File: src/rtl/mem_stage.sv
// mem_stage: memory stage of the 5-stage RV32I pipeline.
//   Takes one EX packet per ex_valid/ex_ready handshake. Performs its load or
//   store on the data-memory bus (req/gnt, then rvalid). Aligns and extends
//   load data. Hands the writeback packet to WB over wb_valid/wb_ready.
//   Non-memory ops reach WB one cycle after they are accepted.
//
// Ports
//   clk, rst                 rising-edge clock, async active-high reset
//   ex_valid / ex_ready      EX handshake
//   ex_alu_result            ALU result or effective address
//   ex_store_data            rs2 value for stores
//   ex_rd, ex_reg_write      destination register and its write enable
//   ex_mem_read/ex_mem_write load / store select
//   ex_funct3                RV32I access size and sign
//   dmem_req/we/addr/be/wdata  bus request side (word address, byte lanes)
//   dmem_gnt                 request accepted this cycle
//   dmem_rvalid/dmem_rdata   response: load data or store acknowledge
//   wb_valid / wb_ready      WB handshake
//   wb_rd, wb_reg_write, wb_data, wb_fault  writeback packet
module mem_stage #(
  parameter int XLEN   = 32,
  parameter int REG_AW = 5
) (
  input  logic              clk,
  input  logic              rst,
  input  logic              ex_valid,
  output logic              ex_ready,
  input  logic [XLEN-1:0]   ex_alu_result,
  input  logic [XLEN-1:0]   ex_store_data,
  input  logic [REG_AW-1:0] ex_rd,
  input  logic              ex_reg_write,
  input  logic              ex_mem_read,
  input  logic              ex_mem_write,
  input  logic [2:0]        ex_funct3,
  output logic              dmem_req,
  output logic              dmem_we,
  output logic [XLEN-1:0]   dmem_addr,
  output logic [3:0]        dmem_be,
  output logic [XLEN-1:0]   dmem_wdata,
  input  logic              dmem_gnt,
  input  logic              dmem_rvalid,
  input  logic [XLEN-1:0]   dmem_rdata,
  output logic              wb_valid,
  input  logic              wb_ready,
  output logic [REG_AW-1:0] wb_rd,
  output logic              wb_reg_write,
  output logic [XLEN-1:0]   wb_data,
  output logic              wb_fault
);

  typedef enum logic [1:0] {IDLE, REQ, WAIT, OUT} state_t;

  state_t state, state_nx;

  logic              take;
  logic              in_mem;
  logic [1:0]        in_off;
  logic              in_bad_f3;
  logic              in_misalign;
  logic              in_fault;
  logic [3:0]        in_be;
  logic [XLEN-1:0]   in_wdata;

  logic [XLEN-1:0]   pkt_addr;
  logic [3:0]        pkt_be;
  logic [XLEN-1:0]   pkt_wdata;
  logic              pkt_we;
  logic [2:0]        pkt_f3;

  logic              resp;
  logic [XLEN-1:0]   rd_shifted;
  logic [XLEN-1:0]   load_fmt;

  // A new packet is taken when idle, or when the current one leaves this cycle.
  assign take   = ex_valid && ((state == IDLE) || (state == OUT && wb_ready));
  assign in_mem = ex_mem_read | ex_mem_write;
  assign in_off = ex_alu_result[1:0];

  // A bus response counts only while an access is outstanding; a grant and a
  // response in the same REQ cycle complete the access at once.
  assign resp = (state == WAIT && dmem_rvalid) ||
                (state == REQ && dmem_gnt && dmem_rvalid);

  // Decode the incoming packet: legality, byte lanes and lane-replicated data.
  // funct3[1:0] is the size (byte/half/word); funct3[2] marks unsigned loads.
  always_comb begin
    in_bad_f3   = 1'b0;
    in_misalign = 1'b0;
    in_be       = 4'hF;
    in_wdata    = ex_store_data;
    if (ex_mem_write)
      in_bad_f3 = ex_funct3[2] | (ex_funct3[1:0] == 2'b11);
    else
      in_bad_f3 = (ex_funct3 == 3'b011) || (ex_funct3[2:1] == 2'b11);
    case (ex_funct3[1:0])
      2'b00: begin
        in_be    = 4'b0001 << in_off;
        in_wdata = {4{ex_store_data[7:0]}};
      end
      2'b01: begin
        in_misalign = in_off[0];
        in_be       = 4'b0011 << in_off;
        in_wdata    = {2{ex_store_data[15:0]}};
      end
      default: begin
        in_misalign = (in_off != 2'b00);
        in_be       = 4'hF;
        in_wdata    = ex_store_data;
      end
    endcase
    in_fault = in_mem && (in_bad_f3 || in_misalign);
  end

  // Move the addressed byte/half down to bit 0, then extend by funct3.
  always_comb begin
    rd_shifted = dmem_rdata >> {pkt_addr[1:0], 3'b000};
    case (pkt_f3)
      3'b000:  load_fmt = {{24{rd_shifted[7]}}, rd_shifted[7:0]};
      3'b001:  load_fmt = {{16{rd_shifted[15]}}, rd_shifted[15:0]};
      3'b100:  load_fmt = {24'b0, rd_shifted[7:0]};
      3'b101:  load_fmt = {16'b0, rd_shifted[15:0]};
      default: load_fmt = rd_shifted;
    endcase
  end

  // State register.
  always_ff @(posedge clk or posedge rst) begin
    if (rst) state <= IDLE;
    else     state <= state_nx;
  end

  // Next-state logic. Legal memory ops go to the bus; everything else
  // (ALU ops and faulting accesses) goes straight to OUT.
  always_comb begin
    state_nx = state;
    case (state)
      IDLE: if (ex_valid) state_nx = (in_mem && !in_fault) ? REQ : OUT;
      REQ:  if (dmem_gnt) state_nx = dmem_rvalid ? OUT : WAIT;
      WAIT: if (dmem_rvalid) state_nx = OUT;
      OUT: begin
        if (wb_ready) begin
          if (ex_valid) state_nx = (in_mem && !in_fault) ? REQ : OUT;
          else          state_nx = IDLE;
        end
      end
      default: state_nx = IDLE;
    endcase
  end

  // Outputs decoded from state. Bus fields are driven only while requesting,
  // and ex_ready stays low while reset is asserted.
  always_comb begin
    ex_ready   = !rst && ((state == IDLE) || (state == OUT && wb_ready));
    dmem_req   = (state == REQ);
    wb_valid   = (state == OUT);
    dmem_we    = 1'b0;
    dmem_addr  = '0;
    dmem_be    = 4'h0;
    dmem_wdata = '0;
    if (state == REQ) begin
      dmem_we    = pkt_we;
      dmem_addr  = {pkt_addr[XLEN-1:2], 2'b00};
      dmem_be    = pkt_be;
      dmem_wdata = pkt_we ? pkt_wdata : '0;
    end
  end

  // Packet registers. wb_data starts as the ALU result (non-mem), the faulting
  // address, or zero for a legal access; a load then overwrites it with the
  // formatted response.
  always_ff @(posedge clk or posedge rst) begin
    if (rst) begin
      pkt_addr     <= '0;
      pkt_be       <= 4'h0;
      pkt_wdata    <= '0;
      pkt_we       <= 1'b0;
      pkt_f3       <= 3'b000;
      wb_rd        <= '0;
      wb_reg_write <= 1'b0;
      wb_data      <= '0;
      wb_fault     <= 1'b0;
    end else if (take) begin
      pkt_addr     <= ex_alu_result;
      pkt_be       <= in_be;
      pkt_wdata    <= in_wdata;
      pkt_we       <= ex_mem_write;
      pkt_f3       <= ex_funct3;
      wb_rd        <= ex_rd;
      wb_reg_write <= (in_fault || ex_mem_write) ? 1'b0 : ex_reg_write;
      wb_data      <= (in_mem && !in_fault) ? '0 : ex_alu_result;
      wb_fault     <= in_fault;
    end else if (resp && !pkt_we) begin
      wb_data      <= load_fmt;
    end
  end

endmodule

File: config.mk
export PLATFORM = sky130hd
export DESIGN_NAME = mem_stage
export DESIGN_NICKNAME = d
export VERILOG_FILES = /design/src/rtl/mem_stage.sv
export SDC_FILE = /design/constraint.sdc
export NUM_CORES = 1
export LEC_CHECK = 0
export CAP_MARGIN = 5
export CORE_ASPECT_RATIO = 1.5
export CORE_MARGIN = 3
export CORE_UTILIZATION = 45
export CTS_CLUSTER_DIAMETER = 40
export CTS_CLUSTER_SIZE = 28
export DETAILED_ROUTE_END_ITERATION = 6
export GPL_TIMING_DRIVEN = 1
export PLACE_DENSITY = 0.81
export SLEW_MARGIN = 20
export SYNTH_ARGS = -nofsm -noshare
export SYNTH_HDL_FRONTEND = slang
export SYNTH_SLANG_ARGS = --single-unit
File: constraint.sdc
create_clock -name clk -period 5.1 [get_ports clk]
set_clock_uncertainty 0.15 [all_clocks]
set_input_delay 1.02 -clock clk [delete_from_list [all_inputs] [get_ports clk]]
set_output_delay 1.02 -clock clk [all_outputs]
set_load 0.02 [all_outputs]
==> reports/qor.csv, run 1 <==
stage,metric,value,unit
logic_synthesis,largest family of logic cells by synthesized area,simple AND/OR/NAND/NOR gates,
hold_path,hold path start,pkt_addr[11],
placed_design,Final HPWL DP,14300,um
power,Pleak,4.04,nW
power,Clock Power Share,22.5,%
logic_synthesis,Cells after Synth,696,
critical_path,CP max-delay cell,nor2b_4,
clock_tree,CTS Sinks,113,
clock_tree,clk_lat worst skew,0.41,ns
critical_path,r2r endpoint,wb_data[23],
grt,Tot GR Track Use,26.8,%
logic_synthesis,Synth Area in Adders,0,%
timing,Max Fclk,251,MHz
critical_path,"Data arrival, critical path",2.81,ns
floorplan,Die Span X,101,um
power,PD cells,556,mW/mm2
clock_tree,CTS tree,done,
critical_path,Setup crit end kind,primary output,
logic_synthesis,"Distinct cells, synth",43,
timing,# setup viols final,0,
logic_synthesis,"flops & latches, synth",113,
flow_run,Max-cap violations,0,
floorplan,Core Footprint,0.0131,mm2
grt,M1 GR Usage,32.2,%
logic_synthesis,Synth Area in XOR/XNOR,0,%
placed_design,placed insts,1034,
clock_tree,Clock transition at path regs,0.06,ns
cells_and_area,ant diodes,0,
critical_path,Startpoint Class,flip-flop,
logic_synthesis,Synth Area per Inst,8.77,um2
cells_and_area,fraction of layout cells with a size suffix above 1,7.28,%
routing,1st-iter DRT viols,281,
grt,vias in the first global route,5843,
logic_synthesis,"EDFF count, synth",0,
logic_synthesis,Synth Flop Type,dfrtp_1,
logic_synthesis,post-synthesis compound-gate area fraction,12.2,%
power,Flop pwr share,33.0,%
logic_synthesis,synthesized area,0.00610,mm2
routing,Post-route DRC,0,
timing,Slew HR,29.8,%
power,VDD IR max,0.242,mV
critical_path,FF-to-FF setup slack,2.34,ns
cells_and_area,nets,1007,
clock_tree,post-CTS setup repair buffer count,0,
critical_path,Crit Path Max Fanout,46,
power,Pint,3.01,mW
clock_tree,post-CTS resize count,0,
cells_and_area,area delta synth->final,47.0,%
cells_and_area,fillers,1068,
timing,setup TNS,0,ns
logic_synthesis,"Seq/Total Area, Yosys",46.3,%
power,Comb power frac,44.5,%
timing,fin worst setup slack,1.12,ns
critical_path,R2R Path Start,pkt_we,
routing,drt first pass iters,5,
floorplan,number of top-level pins,224,
placed_design,I/O Buffers,221,
logic_synthesis,Synth Area in Simple Gates,25.9,%
clock_tree,CTS HTree Levels,4,
floorplan,Die Ht,149,um
hold_path,Hold Path Stages,2,
critical_path,reg2reg path depth,5,
timing,final count of hold timing violations,0,
routing,Final ANT Viol Nets,0,
power,Final Power,4.99,mW
floorplan,die area,0.0150,mm2
critical_path,Worst path max stage delay,0.72,ns
grt,initial antenna violation count,0,
timing,period utilisation layout,78.0,%
placed_design,gpl congestion,0.863,
cells_and_area,Post-Layout Cell Count,1066,
grt,met3 Use GR,6.52,%
routing,WL/cell,18.8,um
grt,Overflow after GRT,0,
critical_path,Setup CP Type,reg2out,
logic_synthesis,"Async S/R FF share, synth",100,%
cells_and_area,Util after Layout,68.2,%
grt,global-route wire length before repair,31200,um
clock_tree,Post-CTS Hold Fix Bufs,0,
critical_path,worst-path cell chain,nor2b_4 -> buf_4 -> and2_1 -> clkdlybuf4s50_1,
critical_path,Worst Path Required,3.93,ns
timing,fin. max-slew vios,0,
clock_tree,Root Buffer,clkbuf_16,
clock_tree,CTS Buffer Depth,2,
timing,worst slew pin tran,1.05,ns
power,Switching Share,39.6,%
timing,unrepaired setup endpoints after global routing,false,
placed_design,pre-CTS WS,1.36,ns
floorplan,Initial Utilization,46.4,%
routing,drt total wl,20000,um
timing,fin crit period,3.98,ns
run_status,status,completed,
routing,routed via count,5798,
grt,met2 usage,45.7,%
routing,number of vias per cell,5.44,
grt,GR peak layer,met2,
hold_path,Min-Delay Path Class,reg2reg,
logic_synthesis,post-synthesis mux area share,11.1,%
floorplan,# rows,51,
logic_synthesis,Synth Warn #,0,
clock_tree,number of buffers created by CTS,17,
hold_path,Hold Path Sink,pkt_addr[11],
grt,largest net degree at the start of global routing,70,
power,net switching power,1.98,mW
## cells in the mapped netlist (9+ instances only)
cell      count  area [um2]
nand2_1     189         709
dfrtp_1     113        2830
mux2i_1      54         541
o21ai_0      50         250
and3_1       41         257
and2_1       36         225
clkbuf_1     28         105
nand3_1      24         120
nor2_1       22        82.6
buf_2        20         100
a21oi_1      10        50.1
mux2_2       10         113
a31oi_1       9        56.3
## power by group through the flow
stage / combinational, mW / clock (mW) / sequential [mW]
floorplan: 1.27 / 0 / 1.68
global placement: 2.19 / 0 / 1.63
detailed placement: 2.24 / 0 / 1.64
CTS: 2.24 / 1.14 / 1.64
global route: 2.44 / 1.19 / 1.70
finish: 2.22 / 1.13 / 1.64
## routing by layer
metal,vias up,part of all wire (%)
li1,2781,-
met1,2759,39
met2,220,51
met3,38,6.7
met4,0,2.9
met5,-,0
## state kept, by name, indices dropped and copies added, names as in the netlist
register	count
pkt_wdata	32
pkt_be	4
state	2
pkt_f3	3
wb_rd	5
pkt_we	1
wb_reg_write	1
pkt_addr	32
wb_fault	1
wb_data	32
## worst max-delay path, delay by kind of cell, from the launching register on
family | cells | cell delay [ns]
flip-flops | 1 | 0.50
buffers and inverters | 2 | 1.00
AND/OR/NAND/NOR | 2 | 0.88
## per-stage QoR
stage          hold WS (ns)  area (um2)
2_1_floorplan         0.280        6100
3_3_place_gp          0.294        8410
3_5_place_dp          0.304        8410
4_1_cts               0.318        8970
5_1_grt               0.336        8970
6_report              0.314        8970
## worst max-delay path by stage
stage	from	end	slack, ns	cells past startpoint
after floorplan	rst	pkt_addr[0]	0.94	1
final	state[1]	dmem_addr[16]	1.12	4
after global placement	wb_ready	ex_ready	1.39	5
after global routing	state[0]	dmem_addr[24]	0.92	4
after CTS	state[1]	dmem_addr[16]	1.13	4
after detailed placement	wb_ready	ex_ready	1.36	5
## cell usage in the layout (no fill, tap or decap), types with 4 or more instances in the layout
cell type        count
clkdlybuf4s50_1    221
nand2_1            189
dfrtp_1            112
mux2i_1             54
o21ai_0             50
and3_1              41
and2_1              36
nand3_1             24
nor2_1              22
clkbuf_16           17
buf_4               12
mux2_2              10
a21oi_1             10
a31oi_1              9
nand3b_1             8
a221o_1              8
o211ai_1             8
nor3_1               8
a22oi_1              8
o22ai_1              7
nand2b_1             5
clkinvlp_4           5
inv_1                4
clkinv_2             4
## layout make-up
| class | count | area (um2) | area share (%) |
|---|---|---|---|
| multi-input cells | 523 | 3040 | 33.9 |
| flip-flops and latches | 113 | 2830 | 31.5 |
| repair buffers | 234 | 2320 | 25.9 |
| clock buffers | 19 | 443 | 4.94 |
| well taps | 159 | 199 | 2.22 |
| clock inverters | 13 | 114 | 1.27 |
| inverters | 5 | 21.3 | 0.237 |
## cells by family (layout without fill, tap and decap cells)
family / Yosys count / after routing
AND/OR/NAND/NOR: 341 / 341
flip-flops: 113 / 113
other: 1 / 2
multiplexers: 65 / 65
AO/OA/AOI/OAI: 115 / 115
buffers and inverters: 61 / 271
No activity file was read; power rests on OpenSTA's default activity.
==> run 2: changes to the inputs <==
--- a/config.mk
+++ b/config.mk
@@ -8,12 +8,12 @@
 export CAP_MARGIN = 5
 export CORE_ASPECT_RATIO = 1.5
 export CORE_MARGIN = 3
-export CORE_UTILIZATION = 45
+export CORE_UTILIZATION = 41
 export CTS_CLUSTER_DIAMETER = 40
 export CTS_CLUSTER_SIZE = 28
 export DETAILED_ROUTE_END_ITERATION = 6
 export GPL_TIMING_DRIVEN = 1
-export PLACE_DENSITY = 0.81
+export PLACE_DENSITY = 0.78
 export SLEW_MARGIN = 20
 export SYNTH_ARGS = -nofsm -noshare
 export SYNTH_HDL_FRONTEND = slang
==> constraint.sdc (replaced) <==
create_clock -name clk -period 3.58 [get_ports clk]
set_clock_uncertainty 0.15 [all_clocks]
set_input_delay 0.716 -clock clk [delete_from_list [all_inputs] [get_ports clk]]
set_output_delay 0.716 -clock clk [all_outputs]
set_load 0.02 [all_outputs]
==> reports/qor.csv, run 2 (synthesis results as in run 1) <==
stage,metric,value,unit,change
floorplan,Core Footprint,0.0146,mm2,was 0.0131 mm2
cells_and_area,most frequent cells in the layout,"clkdlybuf4s50_1 (221), nand2_1 (189), dfrtp_1 (113)",,"was clkdlybuf4s50_1 (221), nand2_1 (189), dfrtp_1 (112)"
cells_and_area,fraction of layout cells with a size suffix above 1,7.07,%,was 7.28%
grt,vias in the first global route,5985,,"was 5,843"
clock_tree,CTS HTree Levels,4,,unchanged
cells_and_area,post-route cell area,0.00910,mm2,was 0.00897 mm2
grt,GR peak layer,met2,,unchanged
timing,unrepaired setup endpoints after global routing,false,,unchanged
cells_and_area,Util after Layout,62.4,%,was 68.2%
critical_path,Worst Path Required,2.71,ns,was 3.93 ns
routing,WL/cell,17.9,um,was 18.8 um
grt,Tot GR Track Use,24.0,%,was 26.8%
cells_and_area,area delta synth->final,49.2,%,was 47.0%
hold_path,Min-Delay Path Class,reg2reg,,unchanged
power,Comb power frac,44.6,%,was 44.5%
timing,Max Fclk,305,MHz,
flow_run,Max-cap violations,0,,unchanged
timing,setup TNS,0,ns,unchanged
cells_and_area,ant diodes,0,,unchanged
power,Pint,4.47,mW,was 3.01 mW
placed_design,placed insts,1069,,"was 1,034"
clock_tree,clk_lat worst skew,0.41,ns,about the same
clock_tree,Root Buffer,clkbuf_16,,unchanged
floorplan,Initial Utilization,41.8,%,was 46.4%
placed_design,I/O Buffers,221,,unchanged
routing,routed via count,5808,,"was 5,798"
power,Pleak,4.07,nW,was 4.04 nW
critical_path,"Data arrival, critical path",2.42,ns,was 2.81 ns
clock_tree,CTS Buffer Depth,2,,unchanged
cells_and_area,"commonest non-fill, non-tap cell in the layout",clkdlybuf4s50_1,,unchanged
critical_path,Setup crit end kind,primary output,,unchanged
clock_tree,CTS Sinks,113,,unchanged
critical_path,Crit Path Max Fanout,52,,was 46
routing,drt total wl,19700,um,"was 20,000 um"
timing,fin crit period,3.28,ns,
clock_tree,number of buffers created by CTS,17,,unchanged
power,VDD IR max,0.341,mV,was 0.242 mV
placed_design,Final HPWL DP,13900,um,"was 14,300 um"
clock_tree,Post-CTS Hold Fix Bufs,0,,unchanged
placed_design,pre-CTS WS,0.476,ns,was 1.36 ns
power,Clock Power Share,24.1,%,was 22.5%
grt,largest net degree at the start of global routing,119,,was 70
grt,Overflow after GRT,0,,unchanged
critical_path,Setup CP Type,reg2out,,unchanged
floorplan,Die Span X,106,um,was 101 um
grt,met3 Use GR,6.52,%,about the same
clock_tree,CTS tree,done,,unchanged
grt,initial antenna violation count,0,,unchanged
timing,Slew HR,37.1,%,was 29.8%
timing,worst slew pin tran,0.944,ns,was 1.05 ns
power,PD cells,795,mW/mm2,was 556 mW/mm2
critical_path,Startpoint Class,flip-flop,,unchanged
cells_and_area,fillers,1299,,"was 1,068"
placed_design,placed inst area,0.00848,mm2,was 0.00841 mm2
grt,M1 GR Usage,28.5,%,was 32.2%
cells_and_area,nets,1005,,"was 1,007"
power,net switching power,2.77,mW,was 1.98 mW
routing,drt first pass iters,5,,unchanged
floorplan,Die Ht,155,um,was 149 um
timing,Hold WS,0.312,ns,was 0.314 ns
power,Switching Share,38.3,%,was 39.6%
grt,global-route wire length before repair,31400,um,"was 31,200 um"
grt,met2 usage,40.7,%,was 45.7%
clock_tree,Clock transition at path regs,0.05,ns,was 0.06 ns
cells_and_area,Top Registers,"pkt_addr (32), pkt_wdata (32), wb_data (32)",,unchanged
cells_and_area,Post-Layout Cell Count,1101,,"was 1,066"
clock_tree,post-CTS setup repair buffer count,0,,unchanged
power,Flop pwr share,31.3,%,was 33.0%
floorplan,die area,0.0164,mm2,was 0.0150 mm2
timing,fin. max-slew vios,0,,unchanged
placed_design,gpl congestion,0.855,,was 0.863
floorplan,number of top-level pins,224,,unchanged
timing,# setup viols final,0,,unchanged
power,Final Power,7.24,mW,was 4.99 mW
routing,Final ANT Viol Nets,0,,unchanged
timing,final count of hold timing violations,0,,unchanged
routing,number of vias per cell,5.28,,was 5.44
timing,fin worst setup slack,0.296,ns,was 1.12 ns
routing,Post-route DRC,0,,unchanged
floorplan,# rows,54,,was 51
routing,1st-iter DRT viols,227,,was 281
clock_tree,post-CTS resize count,0,,unchanged
timing,period utilisation layout,91.7,%,
run_status,status,completed,,unchanged
-- run 2: power by group through the flow --
stage | Combinational, mW | Clock, mW | Sequential (mW)
6_report | 3.23 | 1.74 | 2.27
5_1_grt | 3.54 | 1.82 | 2.35
3_3_place_gp | 3.18 | 0 | 2.27
4_1_cts | 3.25 | 1.77 | 2.27
2_1_floorplan | 1.81 | 0 | 2.40
3_5_place_dp | 3.24 | 0 | 2.28
-- run 2: final cells by class --
cell class	instances	area, um2	area share, %
multi-input combinational	523	3050	33.5
clock inverter	13	160	1.76
clock buffer	19	453	4.98
inverter	5	22.5	0.247
timing repair buffer	232	2340	25.8
tap	196	245	2.69
sequential	113	2830	31.1
-- run 2: final timing paths --
path | startpoint | to | slack, ns | cells past startpoint
min reg2reg | pkt_addr[6] | pkt_addr[6] | 0.31 | 2
max | state[1] | dmem_wdata[8] | 0.30 | 4
min in group asynchronous | rst | pkt_addr[25] | 0.72 | 3
max in group asynchronous | rst | pkt_addr[14] | 2.09 | 3
min | pkt_addr[6] | pkt_addr[6] | 0.31 | 2
max reg2reg | state[1] | wb_data[9] | 1.26 | 5
-- run 2: critical path, cell delays in order, from the launching register on --
cell             delay (ns)
dfrtp_1                0.50
nor2b_4                0.40
buf_12                 0.27
and3_1                 0.19
clkdlybuf4s50_1        0.63
-- run 2: layer usage --
metal / vias to the layer above / part of all wire [%]
met1: 2748 / 39
met4: 0 / 3.8
met5: - / 0
li1: 2785 / -
met3: 50 / 6.8
met2: 225 / 51
==> run 3: changes to the inputs <==
--- a/config.mk
+++ b/config.mk
@@ -12,6 +12,7 @@
 export CTS_CLUSTER_DIAMETER = 40
 export CTS_CLUSTER_SIZE = 28
 export DETAILED_ROUTE_END_ITERATION = 6
+export GPL_ROUTABILITY_DRIVEN = 0
 export GPL_TIMING_DRIVEN = 1
 export PLACE_DENSITY = 0.78
 export SLEW_MARGIN = 20
==> results of run 3 <==
The final DEF is identical to that of run 2; final timing and power are the same.
